--- src/rtl/div_unit_if.sv ---
// Handshake and data bundle between the execute stage and the multi-cycle divider.
interface div_if #(
   parameter int WIDTH = 32
);
   logic               start_i;
   logic               signed_i;
   logic [WIDTH-1:0]   opdata1_i;
   logic [WIDTH-1:0]   opdata2_i;
   logic               annul_i;
   logic [2*WIDTH-1:0] result_o;
   logic               ready_o;
   logic               divstall_o;

   modport master (
      output start_i, signed_i, opdata1_i, opdata2_i, annul_i,
      input  result_o, ready_o, divstall_o
   );

   modport slave (
      input  start_i, signed_i, opdata1_i, opdata2_i, annul_i,
      output result_o, ready_o, divstall_o
   );
endinterface

--- src/rtl/div_unit.sv ---
// Radix-2 restoring divider for DIV/DIVU: one quotient bit per cycle, sign fix-up
// applied as the result is registered, stall request held until the ready cycle.
module div_unit #(
   parameter int WIDTH = 32
) (
   input  logic clk,
   input  logic rst,
   div_if.slave bus
);
   localparam int             CW       = $clog2(WIDTH) + 1;
   localparam logic [CW-1:0]  CNT_ONE  = {{(CW-1){1'b0}}, 1'b1};
   localparam logic [CW-1:0]  CNT_LAST = CW'(WIDTH);

   typedef enum logic [1:0] {
      S_IDLE    = 2'd0,
      S_DIVZERO = 2'd1,
      S_ON      = 2'd2,
      S_END     = 2'd3
   } state_t;

   function automatic logic [WIDTH-1:0] f_neg(input logic [WIDTH-1:0] v);
      return ~v + {{(WIDTH-1){1'b0}}, 1'b1};
   endfunction

   state_t             r_state, w_state_nxt;
   logic [CW-1:0]      r_cnt, w_cnt_nxt;
   logic [WIDTH-1:0]   r_rem, w_rem_nxt;
   logic [WIDTH-1:0]   r_quo, w_quo_nxt;
   logic [WIDTH-1:0]   r_dsr, w_dsr_nxt;
   logic               r_neg_q, w_neg_q_nxt;
   logic               r_neg_r, w_neg_r_nxt;
   logic [2*WIDTH-1:0] r_result, w_result_nxt;
   logic               r_ready, w_ready_nxt;

   logic               w_a_neg, w_b_neg;
   logic [WIDTH-1:0]   w_a_mag, w_b_mag;
   logic [WIDTH:0]     w_shift, w_trial;
   logic [WIDTH-1:0]   w_rem_it, w_quo_it;
   logic [CW-1:0]      w_cnt_inc;

   assign w_a_neg   = bus.signed_i & bus.opdata1_i[WIDTH-1];
   assign w_b_neg   = bus.signed_i & bus.opdata2_i[WIDTH-1];
   assign w_a_mag   = w_a_neg ? f_neg(bus.opdata1_i) : bus.opdata1_i;
   assign w_b_mag   = w_b_neg ? f_neg(bus.opdata2_i) : bus.opdata2_i;

   // The shifted remainder can exceed WIDTH bits, so the trial subtract uses one extra bit.
   assign w_shift   = {r_rem, r_quo[WIDTH-1]};
   assign w_trial   = w_shift - {1'b0, r_dsr};
   assign w_rem_it  = w_trial[WIDTH] ? w_shift[WIDTH-1:0] : w_trial[WIDTH-1:0];
   assign w_quo_it  = {r_quo[WIDTH-2:0], ~w_trial[WIDTH]};
   assign w_cnt_inc = r_cnt + CNT_ONE;

   // Next-state and datapath update; annul overrides everything and leaves result untouched.
   always_comb begin
      w_state_nxt  = r_state;
      w_cnt_nxt    = r_cnt;
      w_rem_nxt    = r_rem;
      w_quo_nxt    = r_quo;
      w_dsr_nxt    = r_dsr;
      w_neg_q_nxt  = r_neg_q;
      w_neg_r_nxt  = r_neg_r;
      w_result_nxt = r_result;
      w_ready_nxt  = 1'b0;
      if (bus.annul_i) begin
         w_state_nxt = S_IDLE;
      end else begin
         case (r_state)
            S_IDLE: begin
               if (bus.start_i) begin
                  w_neg_q_nxt = w_a_neg ^ w_b_neg;
                  w_neg_r_nxt = w_a_neg;
                  w_quo_nxt   = w_a_mag;
                  w_dsr_nxt   = w_b_mag;
                  w_rem_nxt   = {WIDTH{1'b0}};
                  w_cnt_nxt   = {CW{1'b0}};
                  if (bus.opdata2_i == {WIDTH{1'b0}}) begin
                     w_state_nxt = S_DIVZERO;
                  end else begin
                     w_state_nxt = S_ON;
                  end
               end else begin
                  w_state_nxt = S_IDLE;
               end
            end
            S_DIVZERO: begin
               w_result_nxt = {(2*WIDTH){1'b0}};
               w_ready_nxt  = 1'b1;
               w_state_nxt  = S_END;
            end
            S_ON: begin
               w_rem_nxt = w_rem_it;
               w_quo_nxt = w_quo_it;
               w_cnt_nxt = w_cnt_inc;
               if (w_cnt_inc == CNT_LAST) begin
                  w_result_nxt = {(r_neg_r ? f_neg(w_rem_it) : w_rem_it),
                                  (r_neg_q ? f_neg(w_quo_it) : w_quo_it)};
                  w_ready_nxt  = 1'b1;
                  w_state_nxt  = S_END;
               end else begin
                  w_state_nxt = S_ON;
               end
            end
            S_END: begin
               w_state_nxt = S_IDLE;
            end
            default: begin
               w_state_nxt = S_IDLE;
            end
         endcase
      end
   end

   // State and datapath registers; reset discards any divide in flight.
   always_ff @(posedge clk or posedge rst) begin
      if (rst) begin
         r_state  <= S_IDLE;
         r_cnt    <= {CW{1'b0}};
         r_rem    <= {WIDTH{1'b0}};
         r_quo    <= {WIDTH{1'b0}};
         r_dsr    <= {WIDTH{1'b0}};
         r_neg_q  <= 1'b0;
         r_neg_r  <= 1'b0;
         r_result <= {(2*WIDTH){1'b0}};
         r_ready  <= 1'b0;
      end else begin
         r_state  <= w_state_nxt;
         r_cnt    <= w_cnt_nxt;
         r_rem    <= w_rem_nxt;
         r_quo    <= w_quo_nxt;
         r_dsr    <= w_dsr_nxt;
         r_neg_q  <= w_neg_q_nxt;
         r_neg_r  <= w_neg_r_nxt;
         r_result <= w_result_nxt;
         r_ready  <= w_ready_nxt;
      end
   end

   assign bus.result_o   = r_result;
   assign bus.ready_o    = r_ready;
   assign bus.divstall_o = bus.start_i & ~r_ready;
endmodule

--- src/flat_wrapper.sv ---
// flat-port wrapper written by rule: the top's interface ports become plain ports
module div_unit_flat 
#(
   parameter int WIDTH = 32
)
  (clk, rst, bus_start_i, bus_signed_i, bus_opdata1_i, bus_opdata2_i, bus_annul_i, bus_result_o, bus_ready_o, bus_divstall_o);
  div_if #(.WIDTH(WIDTH)) bus_i ();
  input  logic clk;
  input  logic rst;
  input wire logic [$bits(bus_i.start_i)-1:0] bus_start_i;
  input wire logic [$bits(bus_i.signed_i)-1:0] bus_signed_i;
  input wire logic [$bits(bus_i.opdata1_i)-1:0] bus_opdata1_i;
  input wire logic [$bits(bus_i.opdata2_i)-1:0] bus_opdata2_i;
  input wire logic [$bits(bus_i.annul_i)-1:0] bus_annul_i;
  output wire logic [$bits(bus_i.result_o)-1:0] bus_result_o;
  output wire logic [$bits(bus_i.ready_o)-1:0] bus_ready_o;
  output wire logic [$bits(bus_i.divstall_o)-1:0] bus_divstall_o;
  assign bus_i.start_i = bus_start_i;
  assign bus_i.signed_i = bus_signed_i;
  assign bus_i.opdata1_i = bus_opdata1_i;
  assign bus_i.opdata2_i = bus_opdata2_i;
  assign bus_i.annul_i = bus_annul_i;
  assign bus_result_o = bus_i.result_o;
  assign bus_ready_o = bus_i.ready_o;
  assign bus_divstall_o = bus_i.divstall_o;
  div_unit #(.WIDTH(WIDTH)) u_core (.clk(clk), .rst(rst), .bus(bus_i));
endmodule
--- config.mk ---
export PLATFORM = sky130hd
export DESIGN_NAME = div_unit_flat
export DESIGN_NICKNAME = d
export VERILOG_FILES = /design/src/rtl/div_unit_if.sv /design/src/rtl/div_unit.sv /design/src/flat_wrapper.sv
export SDC_FILE = /design/constraint.sdc
export NUM_CORES = 1
export LEC_CHECK = 0
export BUFFER_PORTS_ARGS = -buffer_cell sky130_fd_sc_hd__clkbuf_2
export CAP_MARGIN = 20
export CORE_MARGIN = 2
export CORE_UTILIZATION = 35
export CTS_BUF_LIST = sky130_fd_sc_hd__clkbuf_8
export DETAILED_ROUTE_END_ITERATION = 16
export PLACE_DENSITY = 0.6
export SLEW_MARGIN = 20
export SYNTH_ARGS = -nofsm -noshare
export SYNTH_HDL_FRONTEND = slang
export SYNTH_SLANG_ARGS = --single-unit
--- constraint.sdc ---
create_clock -name clk -period 8 [get_ports clk]
set_input_delay 2 -clock clk [delete_from_list [all_inputs] [get_ports clk]]
set_output_delay 2 -clock clk [all_outputs]
set_load 0.05 [all_outputs]
==> summary by stage, run 1 <==
Floorplan
The width of the chip is 191 um. The total core area is 34500 um^2. The initial cell density of the core is 35.5%. The die height is 191 um. The area of the die is 36600 um^2.

135 I/O pins were placed. The number of rows created at floorplan is 68.

Setup path
The worst flop-to-flop path startpoint is u_core.r_quo[31]$_DFFE_PP0P_. Data arrives at the worst endpoint at 5290 ps. The critical path in this run is classified as reg2reg. The endpoint identified for the worst register-to-register timing path is u_core.bus.result_o[30]$_DFFE_PP0P_. The worst setup path is captured at a flop. The required time at the endpoint of the critical path is 8350 ps. Across all register-to-register paths, the minimum setup slack is 3060 ps. The number of cells on the worst reg-to-reg path is 20.

The highest fanout seen on the critical path is 35. The worst setup path is launched from a flop.

Yosys
Among all flip-flop cells after synthesis, the most frequent one is dfrtp_1. The count of distinct cell types in the synthesized netlist is 81. The most area-hungry cell type in the Yosys netlist is dfrtp_1. The number of enable flip-flop cells after synthesis is 0. The flop and latch count out of synthesis is 171. By area the synthesized netlist is led by dfrtp_1, nand2_1, o21ai_0, xor2_1, ha_1. In this run the biggest area consumer among cell types represents 34.9% of the synthesized area. In the synthesized netlist the async set-or-reset flop fraction comes to 100%. The count of warnings emitted by yosys is 0.

Of the synthesized area, sequential elements account for 34.9%. The cell area that synthesis handed to floorplanning was 12300 um^2. Synthesis produced 1517 cells.

The number of nets in the synthesized netlist is 1628. The synthesized area per cell is 8.09 um^2.

Timing
The worst relative slew slack is 34.6%. The highest attainable clock frequency is 203 MHz. Setup violations remaining at the end of the flow were counted as 0. The transition at the pin with the smallest max-transition slack is 981 ps. The final hold violation count is 0. Counting I/O delays and the setup requirement, the final critical path takes 4940 ps.

The setup clock skew after layout is 25.5 ps. Setup repair after global routing left no endpoint under its margin. The number of max-slew violations in the final report is 0. The final worst setup slack is 3060 ps. For the final routed database, the setup TNS stands at 0 ps. The post-route fraction of the period consumed by the critical path is 61.7%.

Finish
The number of fillers in the final layout is 3661. In the final design database the tool counted 1712 nets. The count of placed standard cells in the final layout, fillers left out is 2069.

Of the cells placed in the final design, the portion with a size suffix greater than 1 is 13.3%. The number of inserted diodes is 0. The signed area change from the synthesized netlist to the final layout is 11.5%.

CTS
The later pin in the worst-skew pair is clocked with a latency of 490 ps. The clock root buffer is clkbuf_8. The quantity of hold-fixing buffers added after cts is 0.

Buffers inserted during clock tree synthesis total 17. The number of H-tree branching levels is 4. TritonCTS built the clock tree. The number of sinks driven by the clock tree is 171.

Post-CTS repair changed the size of 0 cells. The buffers inserted during post-CTS setup optimization is 0. The post-CTS clock slew at the launch and capture registers of the worst setup and hold paths is 120 ps.

The clock passes through at most 2 buffers.

Route
Wire segments on met3 add up to 1.95 mm in the final route. The post-route antenna net violation count is 0. The iteration-0 DRC count of the detailed router is 828.

The detailed route wirelength on metal2 is 16.0 mm. In the final routed layout, each cell accounts on average for 17.7 um. Before antenna repair, the detailed router went through 5 iterations. The sum of routed wire segments on met1 is 17.8 mm. The highest layer used for signal routing is met5. Across all layers, the routed design uses 11200 vias. The total detailed-routing wirelength is 36.5 mm.

Using the TritonRoute via totals, the vias-per-cell ratio works out to 5.43. In the routed design, unresolved DRC markers number 0.

Place
Buffers placed on the I/O ports in this run total 134. Summed over all nets, the half-perimeter wirelength after detailed placement is 27.6 mm. Prior to clock tree synthesis, the placed netlist has a worst setup slack of 2890 ps.

At the end of routability-driven placement, the weighted congestion stood at 0.900. Counting tap cells, the placed design contains a total of 2037 instances.

Hold path
The worst hold path begins at u_core.r_dsr[30]$_DFFE_PP0P_. The number of cells on the worst hold path is 2. The tightest min-delay check is of the reg2reg type. The worst-case hold path end point is u_core.r_dsr[30]$_DFFE_PP0P_.

Power and ir drop
IR analysis of the VDD net gives a maximum drop of 0.108 mV. The power per standard cell area is 178 nW/um^2. Summed over all cells, the static leakage comes to 6.08 nW. The completed layout was analyzed and its total power is 2.43 mW.

Global routing
For this run the aggregate overflow at the end of global routing stands at 0. The total global routing track utilization is 20.4%. Entering global routing, the biggest net connects 93 pins. The number of antenna violations at the first check in global routing is 2. The first global-routing pass estimated 59.0 mm of wire. The via count of the first global-routing pass is 10700.

Job
Across the run, the number of max-cap violations was 0.

Status
The flow ran to the end, and the final reports show no timing, DRC or antenna violations.
==> cell usage in the layout (no fill, tap or decap), types with 10 or more instances in the layout <==
cell type,Yosys,layout
nand3_1,23,23
clkbuf_2,0,134
mux2i_1,28,28
a211oi_1,10,10
nor3_1,41,41
inv_1,53,52
and2_1,15,14
o31ai_1,35,35
clkbuf_8,0,17
nand2_1,248,248
o21ai_0,171,171
dfrtp_1,171,171
a21oi_1,99,99
nand4_1,12,12
nor2b_1,11,11
and3_1,13,13
ha_1,41,40
buf_4,3,10
xor2_1,79,79
xnor2_1,58,58
o21ai_1,37,37
o41ai_1,12,12
nand2b_1,13,13
o211ai_1,10,10
nor2_1,95,95
or4_1,15,15
or3_1,11,11
a21o_1,15,15
nor4_1,16,16
==> synth_stat cells, types with 4 or more instances <==
cell type,number
a211o_1,4
a211oi_1,10
a21o_1,15
a21oi_1,99
a22o_1,5
a31oi_1,6
and2_1,15
and3_1,13
and4_1,9
buf_1,6
buf_2,4
clkbuf_1,64
dfrtp_1,171
ha_1,41
inv_1,53
mux2i_1,28
nand2_1,248
nand2b_1,13
nand3_1,23
nand3b_1,5
nand4_1,12
nor2_1,95
nor2b_1,11
nor3_1,41
nor3b_1,4
nor4_1,16
o211a_1,4
o211ai_1,10
o21a_1,4
o21ai_0,171
o21ai_1,37
o31ai_1,35
o31ai_2,4
o41ai_1,12
or3_1,11
or4_1,15
xnor2_1,58
xor2_1,79
==> through the flow <==
stage | util, % | cell area (um^2) | hold slack (ps)
CTS | 39.6 | 13700 | 496
global route | 39.6 | 13700 | 509
finish | 39.6 | 13700 | 487
global placement | 38.4 | 13300 | 460
floorplan | - | 12300 | 450
detailed placement | 38.4 | 13300 | 467
==> layer usage <==
layer | GRT usage, % | vias up
met2 | 31.4 | 268
li1 | - | 5567
met5 | 0 | -
met4 | 5.44 | 4
met1 | 29.3 | 5338
met3 | 3.58 | 51
==> registers in the layout, indices dropped and copies added, names as in the netlist <==
signal,flops
u_core.bus.ready_o,1
u_core.bus.result_o,64
u_core.r_cnt,6
u_core.r_dsr,32
u_core.r_neg_q,1
u_core.r_neg_r,1
u_core.r_quo,32
u_core.r_rem,32
u_core.r_state,2
==> cells by family after synthesis <==
group,count (synthesis),share of synthesized area (%)
simple gates,543,20.9
xor+xnor,137,9.78
mux,31,2.56
compound gates,459,23.2
buf+inv,134,4.37
flops,171,34.9
fa+ha+maj,42,4.34
==> report_power, final <==
part           internal [mW]  switching (mW)  total, mW
Combinational          0.278           0.470      0.748
Clock                  0.264           0.393      0.657
Sequential             0.934          0.0943       1.03
==> cell type report <==
class	instances	area, um^2	area share, %
timing repair buffer	144	746	5.45
tap	455	569	4.16
sequential	171	4280	31.3
multi-input combinational	1212	7470	54.6
clock buffer	17	234	1.71
inverter	55	214	1.56
clock inverter	15	174	1.27
==> worst max-delay path by stage <==
stage,startpoint,endpoint,slack [ps],cells past startpoint
after floorplan,rst,u_core.bus.ready_o$_DFF_PP0_,1370,1
after global placement,bus_opdata2_i[0],u_core.r_dsr[30]$_DFFE_PP0P_,3020,13
after detailed placement,bus_opdata2_i[0],u_core.r_dsr[30]$_DFFE_PP0P_,2890,13
after CTS,u_core.r_quo[31]$_DFFE_PP0P_,u_core.bus.result_o[30]$_DFFE_PP0P_,3080,20
after global routing,u_core.r_quo[31]$_DFFE_PP0P_,u_core.bus.result_o[30]$_DFFE_PP0P_,2730,20
final,u_core.r_quo[31]$_DFFE_PP0P_,u_core.bus.result_o[30]$_DFFE_PP0P_,3060,20
==> critical path, cell delays in order (launching register included) <==
cell,delay [ps]
dfrtp_1,410
inv_1,110
ha_1,180
inv_1,50
fa_1,410
a211oi_1,280
o21ai_2,160
o2111a_1,320
o21a_1,180
o211a_2,280
inv_4,290
ha_1,250
nand2b_1,80
nand2b_1,180
nand2b_1,240
or3_1,430
nand2b_1,210
nand2b_1,190
o31ai_1,260
xor2_1,190
o21ai_1,70
No activity file was read; power rests on OpenSTA's default activity.
==> run 2: changes to the inputs <==
Clock period 8 ns to 5.05 ns, I/O delays scaled along.
==> run 2 against run 1 <==
- non-clock buffer count increased by 4
- highest routed layer is now met4
- worst hold slack got worse by 3.8 ps
- fmax increased by 7.7%
- power increased by 58%
- via count increased by 0.48%
- cell area increased by 0.17%
- flip-flop and latch count unchanged
- global-route usage increased by 0.21 points
- critical path type unchanged
- die area unchanged
- final cell count increased by 0.14%
- clock-buffer cell count unchanged
- critical path depth unchanged
==> summary by stage, run 2 (synthesized netlist as in run 1, its figures left out) <==
Floorplan
The width of the chip is 191 um (unchanged). The number of primary I/O pins is 135 (unchanged). The initial cell density of the core is 35.5% (unchanged). The number of rows created at floorplan is 68 (unchanged). The total core area is 34500 um^2 (unchanged).

The area of the die is 36600 um^2 (unchanged). The die height is 191 um (unchanged).

Timing
The highest attainable clock frequency is 218 MHz (was 203 MHz). The transition at the pin with the smallest max-transition slack is 977 ps (was 981 ps). The worst relative slew slack is 34.8% (was 34.6%). The accumulated negative setup slack is 0 ps (unchanged). The minimum clock period after layout was 4580 ps (was 4940 ps). The setup-violating endpoint count in the final report is 0 (unchanged). The hold slack was 483 ps (was 487 ps). The setup clock skew after layout was 13.0 ps (was 25.5 ps). The final hold violation count is 0 (unchanged). The post-route fraction of the period consumed by the critical path is 90.7% (was 61.7%). The final worst setup slack is 468 ps (was 3060 ps). Unrepaired setup endpoints after global routing: false (unchanged).

The number of max-slew violations in the final report is 0 (unchanged).

Finish
The fraction of layout instances using a drive strength above 1 is 13.2% (was 13.3%). The count of placed standard cells in the final layout, fillers left out is 2072 (was 2069). The signed area change from the synthesized netlist to the final layout is 11.7% (was 11.5%). The post-layout instance area is 13700 um^2 (about the same). The commonest non-fill, non-tap cell in the layout is nand2_1 (unchanged). The number of fillers in the final layout is 3622 (was 3661). The post-layout net count is 1716 (was 1712). Top library cells by usage in the layout, fill and taps aside: nand2_1, o21ai_0, dfrtp_1, clkbuf_2, a21oi_1 (unchanged). The final cell utilization of the core came to 39.7% (was 39.6%). The flip-flop count of the largest register after layout is 64 (unchanged).

Route
The total detailed-routing wirelength is 36.9 mm (was 36.5 mm). The first-pass iteration count of the detailed router is 5 (unchanged). The routed length per placed instance came to 17.8 um (was 17.7 um). The iteration-0 DRC count of the detailed router is 717 (was 828).

The post-route antenna net violation count is 0 (unchanged). The final routed DRC violation total was 0 (unchanged). The via count normalized by instance count is 5.44 (was 5.43). The total number of vias is 11300 (was 11200).

Place
The placement-stage worst setup slack was 543 ps (was 2890 ps). The number of placed instances with taps included is 2041 (was 2037). The final estimated routing congestion in global placement is 0.895 (was 0.900). The half-perimeter wire length after detailed placement is 28.1 mm (was 27.6 mm). The number of I/O port buffers is 134 (unchanged).

The post-place instance area was 13300 um^2 (about the same).

Setup path
The critical register-to-register path endpoint is u_core.bus.result_o[30]$_DFFE_PP0P_ (unchanged). The timing endpoint of the critical path is u_core.bus.result_o[30]$_DFFE_PP0P_ (unchanged). The cell repeated most along the worst path is nand2b_1 (unchanged). The category of the critical setup timing path was reg2reg (unchanged). The worst flop-to-flop path startpoint is u_core.r_quo[31]$_DFFE_PP0P_ (unchanged). The type of destination of the critical path is a flop (unchanged). The kind of launch point of the worst setup path is a flop (unchanged).

The critical path depth is 20 (unchanged). Cell-by-cell listing of the critical path: inv_1, ha_1, inv_1, fa_1, a211oi_1, o21ai_2, o2111a_1, o21a_1, o211a_2, inv_4, ha_1, nand2b_1, nand2b_1, nand2b_1, or3_1, nand2b_1, nand2b_1, o31ai_1, xor2_1, o21ai_1 (unchanged). The first element of the critical path is u_core.r_quo[31]$_DFFE_PP0P_ (unchanged).

The setup slack of the worst register-to-register path is 470 ps (was 3060 ps). The logic depth of the worst register-to-register path is 20 (unchanged). The count of buffering cells on the critical path with inverters included is 3 (unchanged). The required time at the endpoint of the critical path is 5410 ps (was 8350 ps). The cell with the biggest individual delay on the critical path is or3_1 (unchanged). The gate family responsible for the most delay along the worst path is compound AO/OA/AOI/OAI gates (unchanged). The highest fanout seen on the critical path is 7 (was 35).

The delay of the slowest critical-path stage is 430 ps (about the same). The critical path arrival is 4940 ps (was 5290 ps).

Power and ir drop
The total leakage power is 6.10 nW (was 6.08 nW). The power per standard cell area is 280 nW/um^2 (was 178 nW/um^2). The total power draw is 3.84 mW (was 2.43 mW). The worst-case vdd ir drop is 0.174 mV (was 0.108 mV).

CTS
The quantity of hold-fixing buffers added after cts is 0 (unchanged). The maximum count of clock buffers along a single path is 2 (unchanged). The buffers inserted during post-CTS setup optimization is 0 (unchanged). The clock latency reported for the late side of the worst-skew pair is 480 ps (was 490 ps). The CTS tree is done (unchanged).

The post-cts sizing count came to 0 (unchanged). The CTS buffer count came to 17 (unchanged). The post-CTS clock slew at the launch and capture registers of the worst setup and hold paths was 100 ps (was 120 ps). The clock root buffer is clkbuf_8 (unchanged). The number of sinks driven by the clock tree is 171 (unchanged).

The number of H-tree branching levels is 4 (unchanged).

Global routing
The via count of the first global-routing pass was 10900 (was 10700). The global-route wire length before repair is 59.8 mm (was 59.0 mm). The largest net degree at the start of global routing was 80 (was 93). The total global routing overflow is 0 (unchanged). The total global routing track utilization is 20.6% (was 20.4%). The number of antenna violations at the first check in global routing is 1 (was 2).

Job
The number of max-cap violations is 0 (unchanged).

Hold path
The path type of the worst min-delay path is reg2reg (unchanged). The number of cells on the worst hold path is 2 (unchanged).

Status
Outcome: completed (unchanged).
run 2: cell types whose count changed in the layout (fill, tap and decap cells not counted):
| cell | delta |
|---|---|
| inv_6 | -5 |
| buf_4 | +3 |
| inv_1 | +3 |
| inv_8 | -3 |
| bufinv_16 | +2 |
| clkinv_2 | +2 |
| clkinv_8 | -2 |
| buf_12 | +1 |
| clkinvlp_4 | +1 |
| diode_2 | +1 |
run 2: layout make-up:
class                      instances  area (um^2)  area share, %
multi-input combinational       1212         7470           54.5
sequential                       171         4280           31.2
timing repair buffer             148          788           5.75
tap                              455          569           4.15
clock buffer                      17          234           1.71
inverter                          55          213           1.55
clock inverter                    13          154           1.12
antenna                            1         2.50         0.0182
run 2: worst min path at each step:
stage                                           to  slack, ps                                start
6_report       u_core.bus.result_o[29]$_DFFE_PP0P_        480  u_core.bus.result_o[29]$_DFFE_PP0P_
5_1_grt        u_core.bus.result_o[29]$_DFFE_PP0P_        500  u_core.bus.result_o[29]$_DFFE_PP0P_
3_3_place_gp   u_core.bus.result_o[29]$_DFFE_PP0P_        450  u_core.bus.result_o[29]$_DFFE_PP0P_
3_5_place_dp   u_core.bus.result_o[29]$_DFFE_PP0P_        470  u_core.bus.result_o[29]$_DFFE_PP0P_
2_1_floorplan         u_core.r_dsr[10]$_DFFE_PP0P_        450         u_core.r_dsr[10]$_DFFE_PP0P_
4_1_cts        u_core.bus.result_o[29]$_DFFE_PP0P_        490  u_core.bus.result_o[29]$_DFFE_PP0P_
run 2: power breakdown:
group          total, mW  switching, mW  internal (mW)
combinational       1.19          0.747          0.440
sequential          1.63          0.155           1.48
clock               1.02          0.541          0.481
total               3.84           1.44           2.40
run 2: worst reg2reg max path, cell delays in order (launching register included):
cell      delay, ps
dfrtp_1         400
inv_1            80
ha_1            160
inv_1            50
fa_1            410
a211oi_1        300
o21ai_2         170
o2111a_1        320
o21a_1          180
o211a_2         300
inv_4            80
ha_1            170
nand2b_1         70
nand2b_1        170
nand2b_1        230
or3_1           430
nand2b_1        210
nand2b_1        190
o31ai_1         280
xor2_1          190
o21ai_1          70
run 2: metal layers:
metal	vias to the layer above	part of all wire, %	global-route usage [%]	routed length (um)
met4	0	1.6	5.33	589
met5	-	0	0	0
met2	275	45	31.6	16600
met3	33	6.1	4.20	2250
li1	5559	-	-	-
met1	5415	47	29.4	17400
==> run 3: changes to the inputs <==
Settings changed: CELL_PAD_IN_SITES_DETAIL_PLACEMENT from default to 0, CELL_PAD_IN_SITES_GLOBAL_PLACEMENT from default to 1, PLACE_DENSITY 0.6 to 0.74.
==> run 3 against run 2 <==
- critical path depth unchanged
- clock power about the same
- worst setup slack better by 68 ps
- clock skew up 4.1 ps
- non-clock buffer count unchanged
- cell area up 0.35%
- die area unchanged
- combinational power about the same
- critical endpoint unchanged
- largest cell class unchanged
- largest power group unchanged
==> summary by stage, run 3 (synthesized netlist as in run 1, its figures left out) <==
Timing
The accumulated negative setup slack is 0 ps (unchanged). The setup clock skew after layout is 17.1 ps (was 13.0 ps). The minimum clock period after layout is 4510 ps (was 4580 ps). The highest attainable clock frequency is 222 MHz (was 218 MHz). The transition at the pin with the smallest max-transition slack came to 1000 ps (was 977 ps). The worst relative slew slack is 32.6% (was 34.8%). The final hold violation count is 0 (unchanged). Unrepaired setup endpoints after global routing: false (unchanged). The post-route fraction of the period consumed by the critical path is 89.4% (was 90.7%).

The number of max-slew violations in the final report is 0 (unchanged). The setup-violating endpoint count in the final report is 0 (unchanged).

Setup path
The category of the critical setup timing path was reg2reg (unchanged). The highest fanout seen on the critical path is 7 (unchanged). The setup slack of the worst register-to-register path is 540 ps (was 470 ps). The required time at the endpoint of the critical path is 5420 ps (was 5410 ps).

The type of destination of the critical path is a flop (unchanged). The critical path arrival is 4890 ps (was 4940 ps). The kind of launch point of the worst setup path is a flop (unchanged).

CTS
The maximum count of clock buffers along a single path is 2 (unchanged). The number of sinks driven by the clock tree is 171 (unchanged). The post-cts sizing count is 0 (unchanged). The quantity of hold-fixing buffers added after cts is 0 (unchanged). The clock root buffer is clkbuf_8 (unchanged). The CTS buffer count is 17 (unchanged).

The post-CTS clock slew at the launch and capture registers of the worst setup and hold paths is 120 ps (was 100 ps). The buffers inserted during post-CTS setup optimization is 0 (unchanged). The clock latency reported for the late side of the worst-skew pair came to 490 ps (was 480 ps). The CTS tree is done (unchanged). The number of H-tree branching levels was 4 (unchanged).

Route
The post-route antenna net violation count is 0 (unchanged). The total number of vias was 11200 (was 11300). The iteration-0 DRC count of the detailed router is 736 (was 717). The routed length per placed instance is 17.8 um (about the same). The via count normalized by instance count came to 5.42 (was 5.44).

The first-pass iteration count of the detailed router was 5 (unchanged). The total detailed-routing wirelength was 37.0 mm (was 36.9 mm). The final routed DRC violation total was 0 (unchanged).

Global routing
The global-route wire length before repair is 59.5 mm (was 59.8 mm). The total global routing track utilization was 20.6% (about the same). The number of antenna violations at the first check in global routing was 0 (was 1). The total global routing overflow was 0 (unchanged). The via count of the first global-routing pass is 10700 (was 10900). The largest net degree at the start of global routing was 75 (was 80).

Job
The number of max-cap violations is 0 (unchanged).

Hold path
The path type of the worst min-delay path is reg2reg (unchanged).

Floorplan
The total core area came to 34500 um^2 (unchanged). The number of rows created at floorplan was 68 (unchanged). The die height is 191 um (unchanged). The area of the die is 36600 um^2 (unchanged).

The initial cell density of the core is 35.5% (unchanged). The number of primary I/O pins was 135 (unchanged). The width of the chip came to 191 um (unchanged).

Finish
The post-layout instance area is 13800 um^2 (was 13700 um^2). The number of fillers in the final layout is 3696 (was 3622). The post-layout net count is 1716 (unchanged). The fraction of layout instances using a drive strength above 1 is 13.5% (was 13.2%). Top library cells by usage in the layout, fill and taps aside: nand2_1, o21ai_0, dfrtp_1, clkbuf_2, a21oi_1 (unchanged).

The commonest non-fill, non-tap cell in the layout was nand2_1 (unchanged). The flip-flop count of the largest register after layout is 64 (unchanged). The number of inserted diodes is 0 (was 1). The signed area change from the synthesized netlist to the final layout is 12.1% (was 11.7%).

Status
Outcome: completed (unchanged).

Power and ir drop
The total power draw is 3.87 mW (was 3.84 mW). The worst-case vdd ir drop is 0.155 mV (was 0.174 mV). The total leakage power is 6.11 nW (was 6.10 nW). The power per standard cell area came to 281 nW/um^2 (was 280 nW/um^2).

Place
The half-perimeter wire length after detailed placement is 28.3 mm (was 28.1 mm). The final estimated routing congestion in global placement is 0.881 (was 0.895). The number of I/O port buffers is 134 (unchanged). The post-place instance area was 13300 um^2 (about the same).
==> run 3: critical path: stages (launching register included) <==
cell	delay, ps
dfrtp_1	400
inv_1	90
ha_1	170
inv_1	50
fa_1	410
a211oi_1	280
o21ai_2	180
o2111a_1	330
o21a_1	190
o211a_2	310
inv_4	60
ha_1	170
nand2b_1	80
nand2b_1	160
nand2b_1	230
or3_1	430
nand2b_1	210
nand2b_1	180
o31ai_1	250
xor2_1	170
o21ai_1	70
==> run 3: cell type report <==
class	count	area, um^2	area share (%)
Inverter	55	213	1.55
Sequential cell	171	4280	31.1
Clock buffer	17	234	1.70
Timing Repair Buffer	148	801	5.82
Clock inverter	15	191	1.39
Tap cell	455	569	4.14
Multi-Input combinational cell	1212	7470	54.3
==> run 3: where the power goes <==
group	internal, mW	switching, mW
Combinational	0.442	0.744
Sequential	1.48	0.154
Clock	0.387	0.663
Total	2.31	1.56
==> run 3: routing by layer <==
metal	wire length (um)	up-vias	GRT usage, %
met5	0	-	0
met4	794	0	5.65
met3	1430	42	2.33
met2	17600	271	34.1
met1	17100	5341	28.3
li1	-	5572	-
==> run 3: final timing paths <==
check / cells past startpoint / start / end
max: 20 / u_core.r_quo[31]$_DFFE_PP0P_ / u_core.bus.result_o[30]$_DFFE_PP0P_
min in group asynchronous: 2 / rst / u_core.bus.result_o[12]$_DFFE_PP0P_
max reg2reg: 20 / u_core.r_quo[31]$_DFFE_PP0P_ / u_core.bus.result_o[30]$_DFFE_PP0P_
min reg2reg: 2 / u_core.r_dsr[12]$_DFFE_PP0P_ / u_core.r_dsr[12]$_DFFE_PP0P_
min: 2 / u_core.r_dsr[12]$_DFFE_PP0P_ / u_core.r_dsr[12]$_DFFE_PP0P_
max in group asynchronous: 3 / rst / u_core.r_dsr[14]$_DFFE_PP0P_
==> run 3: stage by stage <==
| stage | cells | utilization, % | setup WS [ps] | hold slack, ps |
|---|---|---|---|---|
| detailed placement | 2041 | 38.6 | 550 | 470 |
| floorplan | 1517 | - | 437 | 450 |
| global route | 2073 | 39.8 | 235 | 515 |
| finish | 2073 | 39.8 | 536 | 487 |
| global placement | 2041 | 38.6 | 621 | 464 |
| CTS | 2073 | 39.8 | 537 | 493 |
